[src/rtl/audio_i2s_serialiser.sv]
// audio_i2s_serialiser
// Accepts one stereo sample word per frame through a valid/ready handshake
// into a one-entry holding buffer and shifts it out as a standard I2S stream.
//
// Ports:
//   c         system clock, rising edge
//   r         synchronous active-high reset
//   x         sample word, left = x[31:16], right = x[15:0], MSB first
//   x_valid   x holds a sample
//   x_ready   holding buffer empty (decoded from hold_full)
//   bclk      I2S bit clock
//   lrclk     word select, 0 = left, 1 = right
//   sdata     serial data, changes on bclk falling events only
//   underrun  one-cycle pulse when a frame starts with the buffer empty
module audio_i2s_serialiser #(
  parameter int unsigned BCLK_DIV = 4
) (
  input  logic        c,
  input  logic        r,
  input  logic [31:0] x,
  input  logic        x_valid,
  output logic        x_ready,
  output logic        bclk,
  output logic        lrclk,
  output logic        sdata,
  output logic        underrun
);

  localparam int unsigned SAMPLE_W = 32;
  localparam int unsigned IDX_W    = 5;
  localparam int unsigned DIV_W    = (BCLK_DIV > 1) ? $clog2(BCLK_DIV) : 1;

  localparam logic [DIV_W-1:0] DIV_LAST = DIV_W'(BCLK_DIV - 1);
  localparam logic [IDX_W-1:0] LAST_IDX = IDX_W'(SAMPLE_W - 1);
  localparam logic [IDX_W-1:0] HALF_IDX = IDX_W'(SAMPLE_W / 2);

  logic [DIV_W-1:0]    div_cnt,   div_cnt_nxt;
  logic [IDX_W-1:0]    bit_idx,   bit_idx_nxt;
  logic [SAMPLE_W-1:0] sr,        sr_nxt;
  logic [SAMPLE_W-1:0] hold,      hold_nxt;
  logic                hold_full, hold_full_nxt;
  logic                bclk_nxt;
  logic                lrclk_nxt;
  logic                sdata_nxt;
  logic                underrun_nxt;

  logic             tc;
  logic             fall_evt;
  logic             load_evt;
  logic             xfer;
  logic [IDX_W-1:0] bit_idx_inc;

  // Event decode: divider terminal count, bclk falling event, frame load.
  assign tc          = (div_cnt == DIV_LAST);
  assign fall_evt    = tc && bclk;
  assign load_evt    = fall_evt && (bit_idx == LAST_IDX);
  assign xfer        = x_valid && !hold_full;
  assign bit_idx_inc = bit_idx + IDX_W'(1);

  assign x_ready = !hold_full;

  // Next-state logic for divider, frame position, shifter and holding buffer.
  always_comb begin
    div_cnt_nxt   = div_cnt;
    bclk_nxt      = bclk;
    bit_idx_nxt   = bit_idx;
    sr_nxt        = sr;
    sdata_nxt     = sdata;
    lrclk_nxt     = lrclk;
    underrun_nxt  = 1'b0;
    hold_nxt      = hold;
    hold_full_nxt = hold_full;

    if (tc) begin
      div_cnt_nxt = '0;
      bclk_nxt    = !bclk;
    end else begin
      div_cnt_nxt = div_cnt + DIV_W'(1);
    end

    if (fall_evt) begin
      bit_idx_nxt = bit_idx_inc;
      // Pre-load sr[31] goes out: the previous frame's right LSB sits in slot 0.
      sdata_nxt   = sr[SAMPLE_W-1];
      lrclk_nxt   = (bit_idx_inc >= HALF_IDX);
      if (load_evt) begin
        if (hold_full) begin
          sr_nxt        = hold;
          hold_full_nxt = 1'b0;
        end else begin
          sr_nxt       = '0;
          underrun_nxt = 1'b1;
        end
      end else begin
        sr_nxt = {sr[SAMPLE_W-2:0], 1'b0};
      end
    end

    // Only possible with the buffer empty, so it never collides with a consume.
    if (xfer) begin
      hold_nxt      = x;
      hold_full_nxt = 1'b1;
    end
  end

  // State register.
  always_ff @(posedge c) begin
    if (r) begin
      div_cnt   <= '0;
      bit_idx   <= LAST_IDX;
      sr        <= '0;
      hold      <= '0;
      hold_full <= 1'b0;
      bclk      <= 1'b0;
      lrclk     <= 1'b1;
      sdata     <= 1'b0;
      underrun  <= 1'b0;
    end else begin
      div_cnt   <= div_cnt_nxt;
      bit_idx   <= bit_idx_nxt;
      sr        <= sr_nxt;
      hold      <= hold_nxt;
      hold_full <= hold_full_nxt;
      bclk      <= bclk_nxt;
      lrclk     <= lrclk_nxt;
      sdata     <= sdata_nxt;
      underrun  <= underrun_nxt;
    end
  end

endmodule
[config.mk]
export PLATFORM = sky130hd
export DESIGN_NAME = audio_i2s_serialiser
export DESIGN_NICKNAME = d
export VERILOG_FILES = /design/src/rtl/audio_i2s_serialiser.sv
export SDC_FILE = /design/constraint.sdc
export NUM_CORES = 1
export LEC_CHECK = 0
export ABC_AREA = 1
export ABC_CLOCK_PERIOD_IN_PS = 1700
export CORE_AREA = 2 2 88 73
export CTS_CLUSTER_DIAMETER = 120
export DETAILED_ROUTE_END_ITERATION = 10
export DIE_AREA = 0 0 90 75
export HOLD_SLACK_MARGIN = 0.12
export MAX_ROUTING_LAYER = met4
export PLACE_DENSITY = 0.72
export SETUP_SLACK_MARGIN = 0.2
export SLEW_MARGIN = 20
export SYNTH_ARGS = -nofsm -noshare
export SYNTH_HDL_FRONTEND = slang
export SYNTH_SLANG_ARGS = --single-unit
[constraint.sdc]
create_clock -name c -period 1.7 [get_ports c]
set_input_delay 0.34 -clock c [delete_from_list [all_inputs] [get_ports c]]
set_output_delay 0.34 -clock c [all_outputs]
set_load 0.05 [all_outputs]
==> reports/qor.csv <==
metric,value,unit
status,finished clean,
place.port_buffers,39,
routed-via-count,2747,
wire_per_inst,12.1,um
final.setup.tns,0,ps
residual_drc_count,0,
dieArea,6750,sq um
switching_power,849,uW
ys.warnings.count,0,
finalClockSkew,9.82,ps
power_leakage,0.00189,uW
power_density,892,nW/um^2
grt_max_degree,35,
cts_tree,yes,
netSwitchingFraction,24.5,%
crit_type,flip-flop to flip-flop,
pwr-share-seq,54.1,%
required,1940,ps
layout_worst_path_cycle_share,91.5,%
detailedRoute.firstPassIterationCount,4,
globalRouteOverflowTotal,0,
ioPinCount,40,
worst_r2r_startpoint,bit_idx[0]$_SDFFE_PP1N_,
worst-endpoint-arrival,1790,ps
hold-worst-slack,433,ps
hp-start,div_cnt[0]$_SDFF_PP0_,
share_clk_of_total_power,34.3,%
clk-insertion-delay-late,340,ps
fp.coreArea,5820,sq um
synth_seq_cells,75,
postRouteAntennaNets,0,
cts_buffers,9,
combinationalPowerShare,11.6,%
max_freq,643,MHz
final_max_slew_viol_count,0,
fin_crit,1550,ps
synthCells,431,
clockRootBuffer,clkbuf_8,
post_synthesis_net_count,469,
worst_setup_hold_path_clk_slew,70,ps
max-clock-path-buffers,2,
final_layout_size_suffix_gt1_share,14.5,%
gp_routability_congestion,0.769,
ff2ff_path_depth,10,
grt_usage,21.4,%
clock-sinks,75,
synthDistinctLibCells,21,
ctsHtreeMaxLevel,3,
floorplan.initialDensity,52.5,%
synth_sequential_area_ratio,49.1,%
die_height,75,um
antennaDiodeCount,0,
setup_repair_after_global_routing_missed_its_margin,true,
place_hpwl,4260,um
critical_path.endpoint_type,flip-flop,
fin_util,66.6,%
finalHoldViolations,0,
cp-start-kind,flip-flop,
syn-mean-instance-area,7.09,sq um
die-width,90,um
drt_iter0_drc,110,
detailed_route_wire_length,6750,um
r2r_end,sr[15]$_SDFFE_PP0N_,
worst_pin_slew,351,ps
grt_first_pass_wirelength,11200,um
via_count_of_the_first_global_routing_pass,2553,
fp-row-count,25,
synthesis.area,3060,sq um
routed_via_density,4.92,
min_to,div_cnt[0]$_SDFF_PP0_,
rrSetupSlack,150,ps
max-vdd-ir-drop,468,uV
worst_slew_margin_rel,76.6,%
nets,512,
hp-class,flip-flop to flip-flop,
finalSetupViolCount,0,
antenna_found_initial,0,
crit_path_max_fanout,8,
area_growth_syn_to_layout,26.8,%
cap_viol_max_count,0,
internal_power,2610,uW
worst_hold_path.num_cells,1,
==> per-stage QoR <==
step / setup slack (ps) / instance area (sq um) / power (uW) / std cells
floorplan: 221 / 3060 / 2140 / 431
global placement: 111 / 3520 / 2280 / 540
detailed placement: 87.5 / 3520 / 2290 / 540
CTS: 197 / 3720 / 3470 / 554
global route: 70.0 / 3870 / 3600 / 558
finish: 145 / 3870 / 3460 / 558
==> Yosys cell counts <==
cell      instances  area share, %
buf_2            16            2.6
o21bai_1          1           0.25
nor3b_1           1           0.25
inv_1             6           0.74
nor2_4            1           0.37
a21oi_1           2           0.33
inv_2             5           0.61
nor2_1           75            9.2
buf_4             6            1.5
ha_1              3            1.2
o21ai_0          13            2.1
nor3_1            2           0.33
nand3_1          37            6.1
clkinv_2          1           0.16
clkbuf_1          1           0.12
nand2_1         155             19
nand2_2           2           0.41
dfxtp_1          75             49
nand2_4           1           0.37
buf_6             3            1.1
o21ai_1          25            4.1
==> per-layer routing <==
| metal | GRT usage (%) | vias up | share of wire, % |
|---|---|---|---|
| met5 | - | - | 0 |
| met4 | 7.86 | 0 | 1.6 |
| met3 | 5.21 | 11 | 3.7 |
| met2 | 34.9 | 49 | 46 |
| met1 | 26.4 | 1249 | 49 |
| li1 | - | 1438 | - |
==> how the worst max path moves through the flow <==
stage / start / endpoint / depth (start not counted)
detailed placement: r / sr[2]$_SDFFE_PP0N_ / 6
global route: bit_idx[0]$_SDFFE_PP1N_ / sr[28]$_SDFFE_PP0N_ / 9
global placement: r / sdata$_SDFFE_PP0N_ / 6
CTS: bit_idx[1]$_SDFFE_PP1N_ / sr[15]$_SDFFE_PP0N_ / 10
floorplan: bit_idx[0]$_SDFFE_PP1N_ / sr[10]$_SDFFE_PP0N_ / 11
finish: bit_idx[0]$_SDFFE_PP1N_ / sr[15]$_SDFFE_PP0N_ / 10
==> power by group through the flow <==
stage | Clock, uW | Combinational, uW | Sequential (uW)
2_1_floorplan | 0 | 235 | 1910
3_3_place_gp | 0 | 372 | 1910
3_5_place_dp | 0 | 377 | 1910
4_1_cts | 1210 | 384 | 1870
5_1_grt | 1270 | 452 | 1880
6_report | 1180 | 402 | 1870
==> what timing repair did <==
| item | 4_1_cts | 5_1_grt |
|---|---|---|
| buffers inserted | 0 | 3 |
| setup endpoints to repair | 33 | 34 |
| resized for setup | 8 | 33 |
| hold buffers | 0 | 0 |
| gates cloned | 0 | 1 |
| pin swaps | 1 | 4 |
| hold endpoints to repair | 0 | 0 |
==> logic make-up after synthesis <==
logic type                 synth area share, %
adders and majority gates                 1.23
DFF                                       49.1
and+or+nand+nor                           36.0
AOI/OAI and AO/OA                         6.79
buffers and inverters                     6.84
==> flip-flops by register name, indices dropped and copies added (netlist names) <==
| name | cells |
|---|---|
| div_cnt | 2 |
| sr | 32 |
| hold | 32 |
| sdata | 1 |
| bit_idx | 4 |
| underrun | 1 |
| lrclk | 1 |
| hold_full | 1 |
| bclk | 1 |
==> critical path: stages (launching register included) <==
cell,delay (ps)
dfxtp_2,360
ha_4,150
inv_2,50
nor3_2,120
ha_2,270
inv_4,80
clkbuf_16,190
nand2_4,70
nand2_2,60
nand2_1,60
nand2_1,40
==> layout make-up <==
| type | instances | area, sq um |
|---|---|---|
| sequential | 75 | 1510 |
| multi-input combinational | 318 | 1440 |
| inverter | 12 | 51.3 |
| clock buffer | 12 | 155 |
| clock inverter | 2 | 12.5 |
| fill | 529 | 1940 |
| timing repair buffer | 58 | 607 |
| tap | 81 | 101 |
==> placed cells by master (no fill, tap or decap), drive strengths merged <==
master,netlist,routed
ha,3,3
clkbuf,1,13
nand3,37,37
inv,11,11
a21oi,2,2
o21bai,1,1
dfxtp,75,75
nand2,158,158
buf,25,23
nor2,76,76
nor3b,1,1
clkinvlp,0,1
nor3,2,2
clkdlybuf4s50,0,34
clkinv,1,2
o21ai,38,38
Note: power is estimated with default switching activity, not from simulation.
